--- config.mk ---
export PLATFORM = sky130hd
export DESIGN_NAME = slurm16_cpu_hazard_pipe
export DESIGN_NICKNAME = d
export VERILOG_FILES = /design/src/rtl/slurm16_cpu_hazard_pipe_pkg.sv /design/src/rtl/slurm16_cpu_hazard_slot.sv /design/src/rtl/slurm16_cpu_hazard_pipe.sv
export SDC_FILE = /design/constraint.sdc
export NUM_CORES = 1
export LEC_CHECK = 0
export CAP_MARGIN = 5
export CORE_ASPECT_RATIO = 0.8
export CORE_MARGIN = 4
export CORE_UTILIZATION = 40
export CTS_CLUSTER_SIZE = 20
export DETAILED_ROUTE_END_ITERATION = 10
export GPL_TIMING_DRIVEN = 0
export PLACE_DENSITY = 0.81
export SLEW_MARGIN = 40
export SYNTH_ARGS = -nofsm -noshare
export SYNTH_HDL_FRONTEND = slang
export SYNTH_SLANG_ARGS = --single-unit
--- constraint.sdc ---
create_clock -name CLK -period 5.1 [get_ports CLK]
set_input_delay 0.765 -clock CLK [delete_from_list [all_inputs] [get_ports CLK]]
set_output_delay 0.765 -clock CLK [all_outputs]
set_load 0.005 [all_outputs]
--- src/rtl/slurm16_cpu_hazard_pipe_pkg.sv ---
// Shared definitions for the slurm16 hazard scoreboard pipeline:
// scoreboard states, the "no register" select and the stall-length decode.
package slurm16_cpu_hazard_pipe_pkg;

    localparam int REGISTER_BITS_DEFAULT = 4;

    // Register select zero is never a hazard; bubbles carry it.
    localparam logic [REGISTER_BITS_DEFAULT-1:0] R0 = '0;

    typedef enum logic {
        HZ_RUN   = 1'b0,
        HZ_STALL = 1'b1
    } hz_state_t;

    // Number of stall cycles needed before p0 may advance.
    // The nearest producer dominates: p1 needs 3, p2 needs 2, p3 needs 1.
    function automatic logic [1:0] hazard_need(input logic h1, input logic h2, input logic h3);
        logic [1:0] n;
        if (h1)
            n = 2'd3;
        else if (h2)
            n = 2'd2;
        else if (h3)
            n = 2'd1;
        else
            n = 2'd0;
        return n;
    endfunction

endpackage

--- src/rtl/slurm16_cpu_hazard_slot.sv ---
// One scoreboard slot: write-back register select plus flag-modify bit.
// Reset and bubble load the empty (R0, no flags) entry; hold freezes it.
module slurm16_cpu_hazard_slot #(
    parameter int REGISTER_BITS = 4
) (
    input  logic                     CLK,
    input  logic                     RST,
    input  logic                     hold,
    input  logic                     bubble,
    input  logic [REGISTER_BITS-1:0] d_reg,
    input  logic                     d_flags,
    output logic [REGISTER_BITS-1:0] q_reg,
    output logic                     q_flags
);

    // Slot register: bubble beats hold so a flush can clear a frozen slot.
    always_ff @(posedge CLK) begin
        if (RST || bubble) begin
            q_reg   <= '0;
            q_flags <= 1'b0;
        end else if (!hold) begin
            q_reg   <= d_reg;
            q_flags <= d_flags;
        end
    end

endmodule

--- src/rtl/slurm16_cpu_hazard_pipe.sv ---
// Hazard scoreboard pipeline for the slurm16 core.
// Carries p0's write-back register and flag bit through p1..p3, and stalls p0
// with bubbles until the producer it depends on has left p3.
// Optional feature: define SLURM16_HAZARD_STATS_EN to add the saturating
// stall_cycles counter port.
module slurm16_cpu_hazard_pipe
    import slurm16_cpu_hazard_pipe_pkg::*;
#(
    parameter int REGISTER_BITS = REGISTER_BITS_DEFAULT
) (
    input  logic                     CLK,
    input  logic                     RST,
    input  logic                     p0_valid,
    input  logic [REGISTER_BITS-1:0] hazard_reg0,
    input  logic                     modifies_flags0,
    input  logic                     hazard_1,
    input  logic                     hazard_2,
    input  logic                     hazard_3,
    input  logic                     pipeline_stall,
    input  logic                     flush,
    output logic [REGISTER_BITS-1:0] hazard_reg1,
    output logic [REGISTER_BITS-1:0] hazard_reg2,
    output logic [REGISTER_BITS-1:0] hazard_reg3,
    output logic                     modifies_flags1,
    output logic                     modifies_flags2,
    output logic                     modifies_flags3,
    output logic                     stall_p0
`ifdef SLURM16_HAZARD_STATS_EN
    ,
    output logic [15:0]              stall_cycles
`endif
);

    hz_state_t  state_reg, state_next;
    logic [1:0] cnt_reg, cnt_next;
    logic [1:0] need;

    // Slot 0 is the incoming p0 entry; slots 1..3 are the registered stages.
    logic [REGISTER_BITS-1:0] slot_reg   [0:3];
    logic                     slot_flags [0:3];

    assign need = hazard_need(hazard_1, hazard_2, hazard_3);

    // Stall request: same-cycle detection in RUN, state-driven in STALL.
    always_comb begin
        stall_p0 = 1'b0;
        if (state_reg == HZ_STALL)
            stall_p0 = 1'b1;
        else if (p0_valid && (need != 2'd0) && !flush)
            stall_p0 = 1'b1;
    end

    // Next-state: flush cancels any stall; otherwise only advancing cycles move the FSM.
    always_comb begin
        state_next = state_reg;
        cnt_next   = cnt_reg;
        if (flush) begin
            state_next = HZ_RUN;
            cnt_next   = 2'd0;
        end else if (!pipeline_stall) begin
            case (state_reg)
                HZ_RUN: begin
                    if (stall_p0 && (need > 2'd1)) begin
                        state_next = HZ_STALL;
                        cnt_next   = need - 2'd1;
                    end
                end
                HZ_STALL: begin
                    cnt_next = cnt_reg - 2'd1;
                    if (cnt_reg == 2'd1)
                        state_next = HZ_RUN;
                end
                default: begin
                    state_next = HZ_RUN;
                    cnt_next   = 2'd0;
                end
            endcase
        end
    end

    // FSM state and stall countdown registers.
    always_ff @(posedge CLK) begin
        if (RST) begin
            state_reg <= HZ_RUN;
            cnt_reg   <= 2'd0;
        end else begin
            state_reg <= state_next;
            cnt_reg   <= cnt_next;
        end
    end

    assign slot_reg[0]   = hazard_reg0;
    assign slot_flags[0] = modifies_flags0;

    genvar gi;
    generate
        for (gi = 1; gi <= 3; gi++) begin : g_slot
            logic bubble;
            if (gi == 1) begin : g_head
                // p1 takes a bubble on flush (even when frozen), or when p0 does not advance.
                assign bubble = flush | (~pipeline_stall & (stall_p0 | ~p0_valid));
            end else begin : g_tail
                assign bubble = 1'b0;
            end

            slurm16_cpu_hazard_slot #(
                .REGISTER_BITS(REGISTER_BITS)
            ) u_slot (
                .CLK    (CLK),
                .RST    (RST),
                .hold   (pipeline_stall),
                .bubble (bubble),
                .d_reg  (slot_reg[gi-1]),
                .d_flags(slot_flags[gi-1]),
                .q_reg  (slot_reg[gi]),
                .q_flags(slot_flags[gi])
            );
        end
    endgenerate

    assign hazard_reg1     = slot_reg[1];
    assign hazard_reg2     = slot_reg[2];
    assign hazard_reg3     = slot_reg[3];
    assign modifies_flags1 = slot_flags[1];
    assign modifies_flags2 = slot_flags[2];
    assign modifies_flags3 = slot_flags[3];

`ifdef SLURM16_HAZARD_STATS_EN
    // Saturating count of cycles in which p0 was actually held back.
    always_ff @(posedge CLK) begin
        if (RST)
            stall_cycles <= 16'd0;
        else if (stall_p0 && !pipeline_stall && (stall_cycles != 16'hFFFF))
            stall_cycles <= stall_cycles + 16'd1;
    end
`endif

endmodule

== Word-level counts from Yosys, hierarchy flattened ==
Index checks and enable logic that the tools add are counted.

* Add/sub/neg operators: 2
* Multiply operators: 0
* Divide/modulo/power cells: 0
* $lt $le $gt $ge: 1
* Equality and inequality tests: 2
* Shift-type cells: 0
* Muxes and demuxes: 10
* Bitwise operators: 6
* Reduce and logical (&&, ||, !) cells: 8

{| class="wikitable"
|+ Operators by type and width
! operator !! count
|-
| 2-to-1 mux 2 bit || 3
|-
| 2-to-1 mux 1 bit || 5
|-
| one-hot mux 2 bit (2 select lines) || 1
|-
| subtractor 2 x 1 -> 2 bit, second input constant || 2
|-
| logical AND 1 bit || 3
|-
| NOT 1 bit || 3
|-
| equality test 2 x 1 -> 1 bit, second input constant || 1
|-
| greater-than comparator 2 x 1 -> 1 bit, second input constant || 1
|-
| inequality test 2 bit, second input constant || 1
|-
| bitwise OR 1 bit || 2
|-
| one-hot mux 1 bit (2 select lines) || 1
|-
| AND reduction 2 bit || 1
|-
| nonzero test 2 bit || 1
|-
| OR reduction 2 bit || 1
|-
| bitwise AND 1 bit || 1
|-
| zero test 1 bit || 1
|-
| logical OR 1 bit || 1
|}

* Register bits: 18
* Bits in latches: 0
* RAM bits: 0
* Bits in read-only memories: 0
* Bits of input ports: 13
* Output and inout bits: 16
* Word-level logic and storage cells: 37
* Memories kept: 0

== Depth between registers and ports, before layout ==
Gate-level depths: netlist (run 1).

* Depth after elaboration: 12
* Mapped depth: 6
* Gate-level depth less buffers: 6

== Modules after synthesis ==
From an unflattened synthesis (run 1), not the netlist that was laid out.

* Cells, all modules: 80
* Area, all modules: 805.8 µm²

{| class="wikitable"
|+ By module, submodules not included
! module !! times used !! cells each !! area each (µm²) !! seq. area each (µm²)
|-
| slurm16_cpu_hazard_slot || 3 || 16 || 186.4 || 100.1
|-
| slurm16_cpu_hazard_pipe || 1 || 32 || 246.5 || 60.1
|}

== Worst setup path before layout (run 1) ==
Ideal clock, no wire load.

* Path type: input -> output
* Start: in hazard_2
* End: out stall_p0
* Arrival time: 1546 ps
* Required time: 4335 ps
* Setup slack: 2789 ps
* Stages on the path: 5
* Path buffers: 0
* Cells stage by stage: inv_1 > a21oi_1 > ha_1 > or3b_4 > nand2_1

* Word-level cells in the longest chain between the ends: 7

{| class="wikitable"
|+ RTL lines
! what !! line !! source
|-
| from (decl) || slurm16_cpu_hazard_pipe.sv:17 || <nowiki>input logic hazard_2,</nowiki>
|-
| 2-to-1 mux 2 bit || slurm16_cpu_hazard_pipe_pkg.sv:21 || <nowiki>else if (h2)</nowiki>
|-
| 2-to-1 mux 2 bit || slurm16_cpu_hazard_pipe_pkg.sv:19 || <nowiki>if (h1)</nowiki>
|-
| nonzero test 2 bit || slurm16_cpu_hazard_pipe.sv:49 || <nowiki>else if (p0_valid && (need != 2'd0) && !flush)</nowiki>
|-
| logical AND 1 bit (2 in series) || slurm16_cpu_hazard_pipe.sv:49 ||
|-
| 2-to-1 mux 1 bit || slurm16_cpu_hazard_pipe.sv:49 ||
|-
| 2-to-1 mux 1 bit || slurm16_cpu_hazard_pipe.sv:47 || <nowiki>if (state_reg == HZ_STALL)</nowiki>
|-
| to (decl) || slurm16_cpu_hazard_pipe.sv:27 || <nowiki>output logic stall_p0</nowiki>
|}

No other way between the ends.

== Worst setup path in the final report (run 1) ==
* Start: in hazard_1
* End: out stall_p0

* Word-level cells in the longest chain between the ends: 6

{| class="wikitable"
|+ RTL lines
! what !! line !! source
|-
| from (decl) || slurm16_cpu_hazard_pipe.sv:16 || <nowiki>input logic hazard_1,</nowiki>
|-
| 2-to-1 mux 2 bit || slurm16_cpu_hazard_pipe_pkg.sv:19 ||
|-
| nonzero test 2 bit || slurm16_cpu_hazard_pipe.sv:49 ||
|-
| logical AND 1 bit (2 in series) || slurm16_cpu_hazard_pipe.sv:49 ||
|-
| 2-to-1 mux 1 bit || slurm16_cpu_hazard_pipe.sv:49 ||
|-
| 2-to-1 mux 1 bit || slurm16_cpu_hazard_pipe.sv:47 ||
|}

No other way between the ends.

==> out/results.tsv, run 1 <==
stage	metric	value	unit
run_status	status	completed	
synth	Post-Syn Nets	94	
routing	drt wl/cell	12.79	um
floorplanning	# IOs	29	
cts	H-tree levels	1	
synth	Post-synth EDFFs	0	
placed_design	routability cong.	0.7832	
cts	root buf cell	clkbuf_4	
synth	syn_area_per_cell	9.756	sq um
worst_setup_path	crit path capture type	primary output	
cts	CTS tree	done	
power	Flop pwr share	59.1	%
cts	postcts setup bufs	0	
final_layout	share of layout cells above drive strength 1	6.364	%
worst_setup_path	Crit Path Category	input port to primary output	
synth	Yosys warnings	0	
global_routing	global-route wire length before repair	2711	um
cts	Resized Gates After CTS	0	
placed_design	Placed Area	0.001079	sq mm
sta	crit path time final	3334	ps
sta	worst slew pin tran	621.6	ps
worst_setup_path	CP required	4340	ps
hold_path	hold path depth	2	
power	VDD IR max	0.1481	mV
worst_setup_path	largest stage delay on the critical path	510	ps
hold_path	Hold WC Path Type	register to register	
cts	# clock sinks	18	
global_routing	total track usage	13.31	%
power	Power Total	243.1	uW
power	power share of the clock group	27.3	%
routing	final WL	1688	um
sta	clock skew	1.973	ps
global_routing	largest net degree at the start of global routing	11	
worst_setup_path	Crit Path Max Fanout	5	
worst_setup_path	CP dominant cell by count	clkdlybuf4s50_1	
global_routing	initial antenna violation count	0	
floorplanning	Initial Util	44.70	%
synth	top post-synthesis cells by area	dfxtp_1, mux2i_1, nor2_1, ha_1, a21oi_1	
power	Leakage Power	0.0004499	uW
final_layout	Multi-input gate area	375.4	sq um
synth	Main synth FF type	dfxtp_1	
final_layout	Area Overhead vs Synth	42.86	%
worst_setup_path	Arrival @ worst endpoint	2570	ps
worst_setup_path	Slowest cell on crit path	clkdlybuf4s50_1	
cts	CTS Buffer Depth	2	
floorplanning	area of the core	0.001724	sq mm
routing	Vias per Instance	4.932	
routing	routed vias	651	
sta	final number of hold-violating endpoints	0	
synth	cell taking the most area after synthesis	dfxtp_1	
synth	#FFs+latches synth	18	
power	NetSw	54.07	uW
synth	Post-synth top cells	dfxtp_1, nor2_1, mux2i_1	
synth	Syn Inst Count	79	
global_routing	vias in the first global route	651	
global_routing	gr ovfl total	0	
sta	RSZ-0062 raised after global routing	false	
cts	Clock Latency Late Sink	280	ps
final_layout	number of flip-flops in the largest register	12	
sta	TNS Setup	0	ps
floorplanning	die area	0.002697	sq mm
sta	Slew Limit Fails	0	
power	Comb pwr share	13.6	%
synth	Mapped Area	770.7	sq um
routing	Pre-Repair DR Iteration Count	3	
final_layout	# diodes	0	
worst_setup_path	cell breakdown of the critical path	clkdlybuf4s50_1 > nor2_1 > ha_1 > or3b_4 > nand2_1 > clkdlybuf4s50_1	
cts	CTS buffer count	3	
power	switching share of power	22.24	%
placed_design	IO buf count	28	
cts	CTS clk-pin slew, worst paths	90	ps
worst_setup_path	crit start category	input port	
cts	# hold bufs at CTS	0	
placed_design	DP HPWL	1299	um
sta	Max Freq	299.9	MHz
routing	Routed Antenna Nets	0	
routing	Residual DRC	0	
synth	asr flop ratio synth	0	%
synth	Seq/Total Area, Yosys	46.75	%
final_layout	# fillers	162	
floorplanning	Die Ht	47.26	um
final_layout	Final Instance Area	0.001101	sq mm
synth	top cell type's share of synthesized area	46.75	%
synth	synth unique cells	22	
run	Max Cap Viol	0	
sta	crit share post-route	65.38	%
final_layout	final net count	127	
final_layout	sequential cell area	360.3	sq um
power	cell internal pwr	189.1	uW
routing	DR iter-0 viols	6	
power	PwrDens	220.8	mW/mm^2
worst_setup_path	FF-to-FF path depth	3	
floorplanning	die width	57.08	um
floorplanning	FP Rows	13	
sta	endpoints failing setup	0	
sta	Rel. slew slack	58.13	%
worst paths after layout:
check	to	slack [ps]	from
max	stall_p0	1770	hazard_1
min	cnt_reg[1]	470	cnt_reg[1]
max reg2reg	g_slot[1].u_slot.q_reg[1]	3700	state_reg
min reg2reg	cnt_reg[1]	470	cnt_reg[1]
layer usage:
| layer | track usage, % | part of all wire [%] |
|---|---|---|
| met5 | 0 | 0 |
| met4 | 2.778 | 0 |
| met3 | 5.495 | 5.5 |
| met2 | 24.37 | 48 |
| met1 | 14.97 | 46 |
critical path: cells and delay by family:
kind | cells | cell delay (ps)
buffers and inverters | 2 | 1000
AND/OR/NAND/NOR | 3 | 600
adder cells (fa/ha/maj) | 1 | 200
per-stage QoR:
stage                     setup slack (ps)  instances  utilization [%]  hold slack, ps
after floorplan                       2789         79                -           434.7
after global placement                1791        129            62.55           446.7
after detailed placement              1757        129            62.55           452.5
after CTS                             1758        132            63.86           469.4
after global routing                  1699        132            63.86           510.7
final                                 1766        132            63.86           473.9
cells in the final DEF, fill, tap and decap left out, drive strengths merged, types with 2 or more instances in the layout:
cell,count
a21oi,3
clkbuf,4
buf,2
mux2i,16
clkdlybuf4s50,28
nor2,18
o211ai,2
ha,2
inv,4
nand2,2
dfxtp,18
layout make-up:
type / instances / share of cell area, %
Sequential cell: 18 / 32.73
Multi-Input combinational cell: 54 / 34.09
Clock buffer: 3 / 2.045
Tap cell: 22 / 2.500
Timing Repair Buffer: 28 / 25.45
Inverter: 4 / 1.364
Buffer: 3 / 1.818
cell families (layout without fill, tap and decap cells):
kind of cell             Yosys count  count (layout)  share of synthesized area (%)
AND/OR/NAND/NOR                   27              27                          17.05
flip-flops                        18              18                          46.75
multiplexers                      16              16                          20.78
AO/OA/AOI/OAI                      9               9                          7.629
buffers and inverters              7              38                          4.544
adder cells (fa/ha/maj)            2               2                          3.246
power groups by stage:
stage,Sequential [uW],Combinational [uW],Clock [uW]
2_1_floorplan,147,15.8,0
3_3_place_gp,147,32.5,0
3_5_place_dp,147,33.3,0
4_1_cts,144,33.5,68.8
5_1_grt,144,36.1,74.3
6_report,144,33.0,66.5
No activity file was read; power rests on OpenSTA's default activity.
==> run 2, diff against run 1 <==
- CORE_UTILIZATION: 40 -> 38
- PLACE_DENSITY: 0.81 -> 0.8
- clock period: 5.1 -> 2.9 ns (I/O delays scaled with it)
==> run 2 against run 1 <==
Effect of this change: global-route usage fell by 0.50 points; cell count rose by 2.3%; design area up 1.5%; die area is 4.4% higher; via count grew 4.5%; largest power group unchanged; critical path depth unchanged; utilization decreased by 5.3 points; sequential share of layout area decreased by 0.48 points; combinational power increased by 78%; first-iteration DRC count increased to 2.7 times the previous value.
==> out/results.tsv, run 2 (same netlist as run 1, synthesis figures left out) <==
stage	metric	value	unit	change
sta	worst slew pin tran	604.0	ps	-17.56 ps
worst_setup_path	CP Launch Point	hazard_1		
power	Leakage Power	0.0004571	uW	+1.6%
placed_design	routability cong.	0.8260		+5.5%
worst_setup_path	reg2reg start	state_reg		
power	power share of the clock group	32.9	%	+5.6 points
placed_design	DP HPWL	1456	um	+12%
global_routing	Most Crowded Layer GR	met2		
worst_setup_path	Arrival @ worst endpoint	2260	ps	-310 ps
routing	routed vias	680		+4.5%
worst_setup_path	crit start category	input port		
global_routing	global-route wire length before repair	2594	um	-4.3%
power	cell internal pwr	360.9	uW	+91%
worst_setup_path	R2R Setup Slk	1500	ps	-2200 ps
routing	DR iter-0 viols	16		+10
worst_setup_path	Reg2Reg Capture Point	g_slot[1].u_slot.q_reg[2]		
final_layout	Multi-input gate area	375.4	sq um	unchanged
routing	Residual DRC	0		unchanged
final_layout	final net count	127		unchanged
sta	Slew Limit Fails	0		unchanged
power	PwrDens	415.5	mW/mm^2	+88%
final_layout	# fillers	169		+4.3%
global_routing	met3 Use GR	5.026	%	-0.47 points
placed_design	Place WS	208.0	ps	-1549 ps
floorplanning	area of the core	0.001909	sq mm	+11%
routing	drt wl/cell	13.30	um	+4.0%
placed_design	IO buf count	28		unchanged
cts	CTS Buffer Depth	2		unchanged
cts	root buf cell	clkbuf_4		
worst_setup_path	cell family with most CP delay	buffers and inverters		
power	Comb pwr share	12.7	%	-0.9 points
routing	Pre-Repair DR Iteration Count	4		+1
hold_path	Hold Crit Start	cnt_reg[1]		
global_routing	largest net degree at the start of global routing	11		unchanged
final_layout	Area Overhead vs Synth	44.97	%	
global_routing	vias in the first global route	622		-4.5%
hold_path	hold endpoint	cnt_reg[1]		
routing	final WL	1796	um	+6.4%
hold_path	hold path depth	2		unchanged
worst_setup_path	crit path capture type	primary output		
sta	Max Freq	371.1	MHz	
final_layout	# diodes	0		unchanged
cts	# hold bufs at CTS	0		unchanged
floorplanning	Die Ht	48.28	um	+2.2%
global_routing	gr ovfl total	0		unchanged
sta	TNS Setup	0	ps	unchanged
power	Power Total	464.3	uW	+91%
cts	CTS tree	done		
final_layout	sequential cell area	360.3	sq um	unchanged
run_status	status	completed		
final_layout	Final Instance Area	0.001117	sq mm	+1.5%
sta	crit share post-route	92.92	%	
worst_setup_path	FF-to-FF path depth	3		unchanged
placed_design	Placed Area	0.001081	sq mm	+0.23%
sta	final number of hold-violating endpoints	0		unchanged
worst_setup_path	Crit Path Category	input port to primary output		
routing	Vias per Instance	5.037		+2.1%
worst_setup_path	cell breakdown of the critical path	clkdlybuf4s50_1 > nor2_1 > ha_1 > or3b_4 > nand2_1 > clkdlybuf4s50_1		
sta	Rel. slew slack	59.31	%	+1.2 points
global_routing	grt met2 use	25.39	%	+1.0 points
sta	clock skew	1.697	ps	-0.2752 ps
sta	crit path time final	2695	ps	
routing	Routed Antenna Nets	0		unchanged
power	switching share of power	22.26	%	+0.026 points
floorplanning	FP Rows	14		+1
worst_setup_path	Critical Path Stages	6		unchanged
power	Flop pwr share	54.4	%	-4.7 points
worst_setup_path	Crit Path Max Fanout	5		unchanged
worst_setup_path	Buf+Inv Stages, Crit Path	2		unchanged
global_routing	met1 usage	12.62	%	-2.3 points
cts	CTS buffer count	3		unchanged
sta	worst setup margin	205.4	ps	-1560 ps
sta	worst hold margin	491.2	ps	+17.33 ps
hold_path	Hold WC Path Type	register to register		
global_routing	total track usage	12.81	%	-0.50 points
cts	Clock Latency Late Sink	290	ps	about the same
worst_setup_path	largest stage delay on the critical path	530	ps	+20 ps
cts	postcts setup bufs	0		unchanged
cts	H-tree levels	1		unchanged
run	Max Cap Viol	0		unchanged
worst_setup_path	CP dominant cell by count	clkdlybuf4s50_1		
final_layout	most common cell after layout, fill and taps aside	clkdlybuf4s50_1		
power	NetSw	103.4	uW	+91%
cts	Resized Gates After CTS	0		unchanged
floorplanning	die area	0.002817	sq mm	+4.4%
sta	endpoints failing setup	0		unchanged
floorplanning	Initial Util	40.37	%	-4.3 points
power	VDD IR max	0.3008	mV	+100%
final_layout	share of layout cells above drive strength 1	7.207	%	+0.84 points
floorplanning	# IOs	29		unchanged
worst_setup_path	Slowest cell on crit path	clkdlybuf4s50_1		
cts	# clock sinks	18		unchanged
cts	CTS clk-pin slew, worst paths	100	ps	about the same
global_routing	initial antenna violation count	0		unchanged
sta	RSZ-0062 raised after global routing	false		
worst_setup_path	CP required	2470	ps	-1870 ps
final_layout	number of flip-flops in the largest register	12		unchanged
floorplanning	die width	58.35	um	+2.2%
final_layout	most frequent cells in the layout	clkdlybuf4s50_1, nor2_1, dfxtp_1		
[run 2: area by class of cell]
class / instances / share of cell area [%]
multi-input cells: 54 / 33.59
flip-flops and latches: 18 / 32.25
repair buffers: 28 / 25.08
clock buffers: 4 / 3.247
well taps: 24 / 2.688
plain buffers: 3 / 1.792
inverters: 4 / 1.344
[run 2: worst max path at each step]
| stage | endpoint | slack, ps |
|---|---|---|
| after floorplan | cnt_reg[0] | 1030 |
| after global placement | stall_p0 | 240 |
| after CTS | stall_p0 | 210 |
| after global routing | stall_p0 | 140 |
| final | stall_p0 | 210 |
| after detailed placement | stall_p0 | 210 |
[run 2: through the flow]
step                      util (%)  instances
final                        58.52        135
after global routing         58.52        135
after CTS                    58.52        135
after detailed placement     56.62        131
after global placement       56.62        131
after floorplan                  -         79
[run 2: metal layers]
| metal | vias up | share of wire (%) |
|---|---|---|
| li1 | 345 | - |
| met1 | 320 | 40 |
| met2 | 13 | 55 |
| met3 | 2 | 4.4 |
| met4 | 0 | 0.67 |
| met5 | - | 0 |
[run 2: worst reg2reg max path, stage by stage (launching register included)]
cell and delay [ps]:
dfxtp_1 440, and3b_2 240, o21ai_0 490, nor2_1 110
[run 2: power groups by stage]
stage          clock network (uW)  registers (uW)  logic (uW)
6_report                      153             253        58.8
5_1_grt                       167             253        63.2
4_1_cts                       159             253        59.1
3_5_place_dp                    0             258        58.9
3_3_place_gp                    0             258        57.3
2_1_floorplan                   0             258        27.8
==> run 3, diff against run 2 <==
- CORE_UTILIZATION: 38 -> 40
- CTS_BUF_LIST: not set -> sky130_fd_sc_hd__clkbuf_8
- PLACE_DENSITY: 0.8 -> 0.84
==> run 3 against run 2 <==
Effect of this change: first-iteration DRC count is 25% lower; via count is 1.3% lower; clock skew is 0.92 ps lower; sequential share of layout area is 0.46 points lower; sequential power hardly changed; power is 9.7% higher; critical path depth stayed put; routed wire length is 3.0% lower; utilization is 7.2 points higher; critical endpoint unchanged.
==> out/results.tsv, run 3 (same netlist as run 1, synthesis figures left out) <==
stage	metric	value	unit	change
cts	H-tree levels	1		unchanged
worst_setup_path	Arrival @ worst endpoint	2240	ps	-20 ps
sta	TNS Setup	0	ps	unchanged
sta	crit path time final	2674	ps	-20.14 ps
floorplanning	FP Rows	13		-1
placed_design	IO buf count	28		unchanged
worst_setup_path	CP dominant cell by count	clkdlybuf4s50_1		
sta	RSZ-0062 raised after global routing	false		
cts	Resized Gates After CTS	0		unchanged
sta	endpoints failing setup	0		unchanged
cts	Clock Latency Late Sink	250	ps	-40 ps
floorplanning	Die Ht	47.26	um	-2.1%
worst_setup_path	Slowest cell on crit path	clkdlybuf4s50_1		
worst_setup_path	reg2reg start	state_reg		
final_layout	non-filler cells, final	133		-1.5%
global_routing	largest net degree at the start of global routing	11		unchanged
final_layout	final net count	127		unchanged
global_routing	vias in the first global route	643		+3.4%
cts	CTS clk-pin slew, worst paths	60	ps	-40 ps
routing	Pre-Repair DR Iteration Count	4		unchanged
power	PwrDens	449.3	mW/mm^2	+8.1%
hold_path	hold path depth	2		unchanged
hold_path	Hold WC Path Type	register to register		
hold_path	hold endpoint	cnt_reg[1]		
worst_setup_path	Crit Path Category	input port to primary output		
routing	drt wl/cell	13.10	um	-1.5%
final_layout	most common cell after layout, fill and taps aside	clkdlybuf4s50_1		
sta	Slew Limit Fails	0		unchanged
sta	final number of hold-violating endpoints	0		unchanged
cts	CTS buffer count	3		unchanged
cts	# clock sinks	18		unchanged
run	Max Cap Viol	0		unchanged
sta	clock skew	0.7763	ps	-0.9211 ps
power	Power Total	509.3	uW	+9.7%
final_layout	# diodes	0		unchanged
final_layout	Area Overhead vs Synth	47.08	%	
run_status	status	completed		
worst_setup_path	Crit Path Max Fanout	5		unchanged
placed_design	routability cong.	0.7880		-4.6%
global_routing	initial antenna violation count	0		unchanged
placed_design	Placed Instances	129		-1.5%
cts	root buf cell	clkbuf_8		
sta	crit share post-route	92.22	%	-0.69 points
hold_path	Hold Crit Start	cnt_reg[1]		
floorplanning	Initial Util	44.70	%	+4.3 points
cts	CTS tree	done		
sta	worst slew pin tran	645.6	ps	+41.63 ps
power	Leakage Power	0.0004649	uW	+1.7%
worst_setup_path	crit start category	input port		
floorplanning	area of the core	0.001724	sq mm	-9.7%
sta	Max Freq	373.9	MHz	+0.75%
global_routing	total track usage	14.32	%	+1.5 points
worst_setup_path	crit path capture type	primary output		
floorplanning	die area	0.002697	sq mm	-4.3%
global_routing	global-route wire length before repair	2822	um	+8.8%
worst_setup_path	FF-to-FF path depth	3		unchanged
routing	routed vias	671		-1.3%
worst_setup_path	Reg2Reg Capture Point	g_slot[1].u_slot.q_flags		
worst_setup_path	largest stage delay on the critical path	520	ps	about the same
routing	Vias per Instance	5.045		+0.16%
cts	# hold bufs at CTS	0		unchanged
routing	Routed Antenna Nets	0		unchanged
final_layout	share of layout cells above drive strength 1	7.207	%	unchanged
routing	Residual DRC	0		unchanged
placed_design	DP HPWL	1344	um	-7.7%
routing	final WL	1742	um	-3.0%
global_routing	gr ovfl total	0		unchanged
final_layout	Final Util	65.75	%	+7.2 points
worst_setup_path	CP required	2470	ps	about the same
final_layout	most frequent cells in the layout	clkdlybuf4s50_1, nor2_1, dfxtp_1		
final_layout	number of flip-flops in the largest register	12		unchanged
power	VDD IR max	0.3372	mV	+12%
worst_setup_path	R2R Setup Slk	1500	ps	about the same
cts	postcts setup bufs	0		unchanged
final_layout	# fillers	151		-11%
cts	CTS Buffer Depth	2		unchanged
floorplanning	# IOs	29		unchanged
worst_setup_path	cell breakdown of the critical path	clkdlybuf4s50_1 > nor2_1 > ha_1 > or3b_4 > nand2_1 > clkdlybuf4s50_1		
sta	worst hold margin	486.8	ps	-4.330 ps
sta	Rel. slew slack	56.50	%	-2.8 points
floorplanning	die width	57.08	um	-2.2%
routing	DR iter-0 viols	12		-4
## run 3: cell counts in the layout (fill, tap and decap cells not counted)
No cell type changed its count.
## run 3: area by class of cell
type	instances	area (sq um)	area share [%]
Timing Repair Buffer	28	280.3	24.72
Tap cell	22	27.53	2.428
Inverter	4	15.01	1.325
Clock buffer	4	55.05	4.857
Sequential cell	18	360.3	31.79
Buffer	3	20.02	1.766
Multi-Input combinational cell	54	375.4	33.11
## run 3: worst max-delay path by stage
| stage | from | end | slack, ps |
|---|---|---|---|
| final | hazard_1 | stall_p0 | 230 |
| after global placement | hazard_1 | stall_p0 | 250 |
| after detailed placement | hazard_2 | stall_p0 | 220 |
| after global routing | hazard_1 | stall_p0 | 150 |
| after floorplan | hazard_2 | cnt_reg[0] | 1030 |
| after CTS | hazard_1 | stall_p0 | 220 |
## run 3: layer usage
metal,vias to the layer above,share of wire (%),track usage [%]
met5,-,0,0
met4,0,1.1,6.944
met3,2,5.3,4.121
met2,19,51,25.06
met1,313,43,16.61
li1,337,-,-
## run 3: worst max-delay path, delay by kind of cell
family	cells	cell delay [ps]
adder cells (fa/ha/maj)	1	190
buffers and inverters	2	1010
AND/OR/NAND/NOR	3	610
## run 3: through the flow
stage | setup WS [ps] | cell area [sq um]
finish | 225.6 | 1134
global placement | 253.4 | 1079
detailed placement | 224.0 | 1079
floorplan | 1029 | 770.7
CTS | 224.0 | 1134
global route | 146.6 | 1134
## run 3: where the power goes
part | internal, uW | leakage, uW | total [uW] | switching [uW]
clock network | 121 | 0.0000288 | 198 | 77.6
registers | 250 | 0.000145 | 253 | 2.55
logic | 34.2 | 0.000291 | 58.3 | 24.1
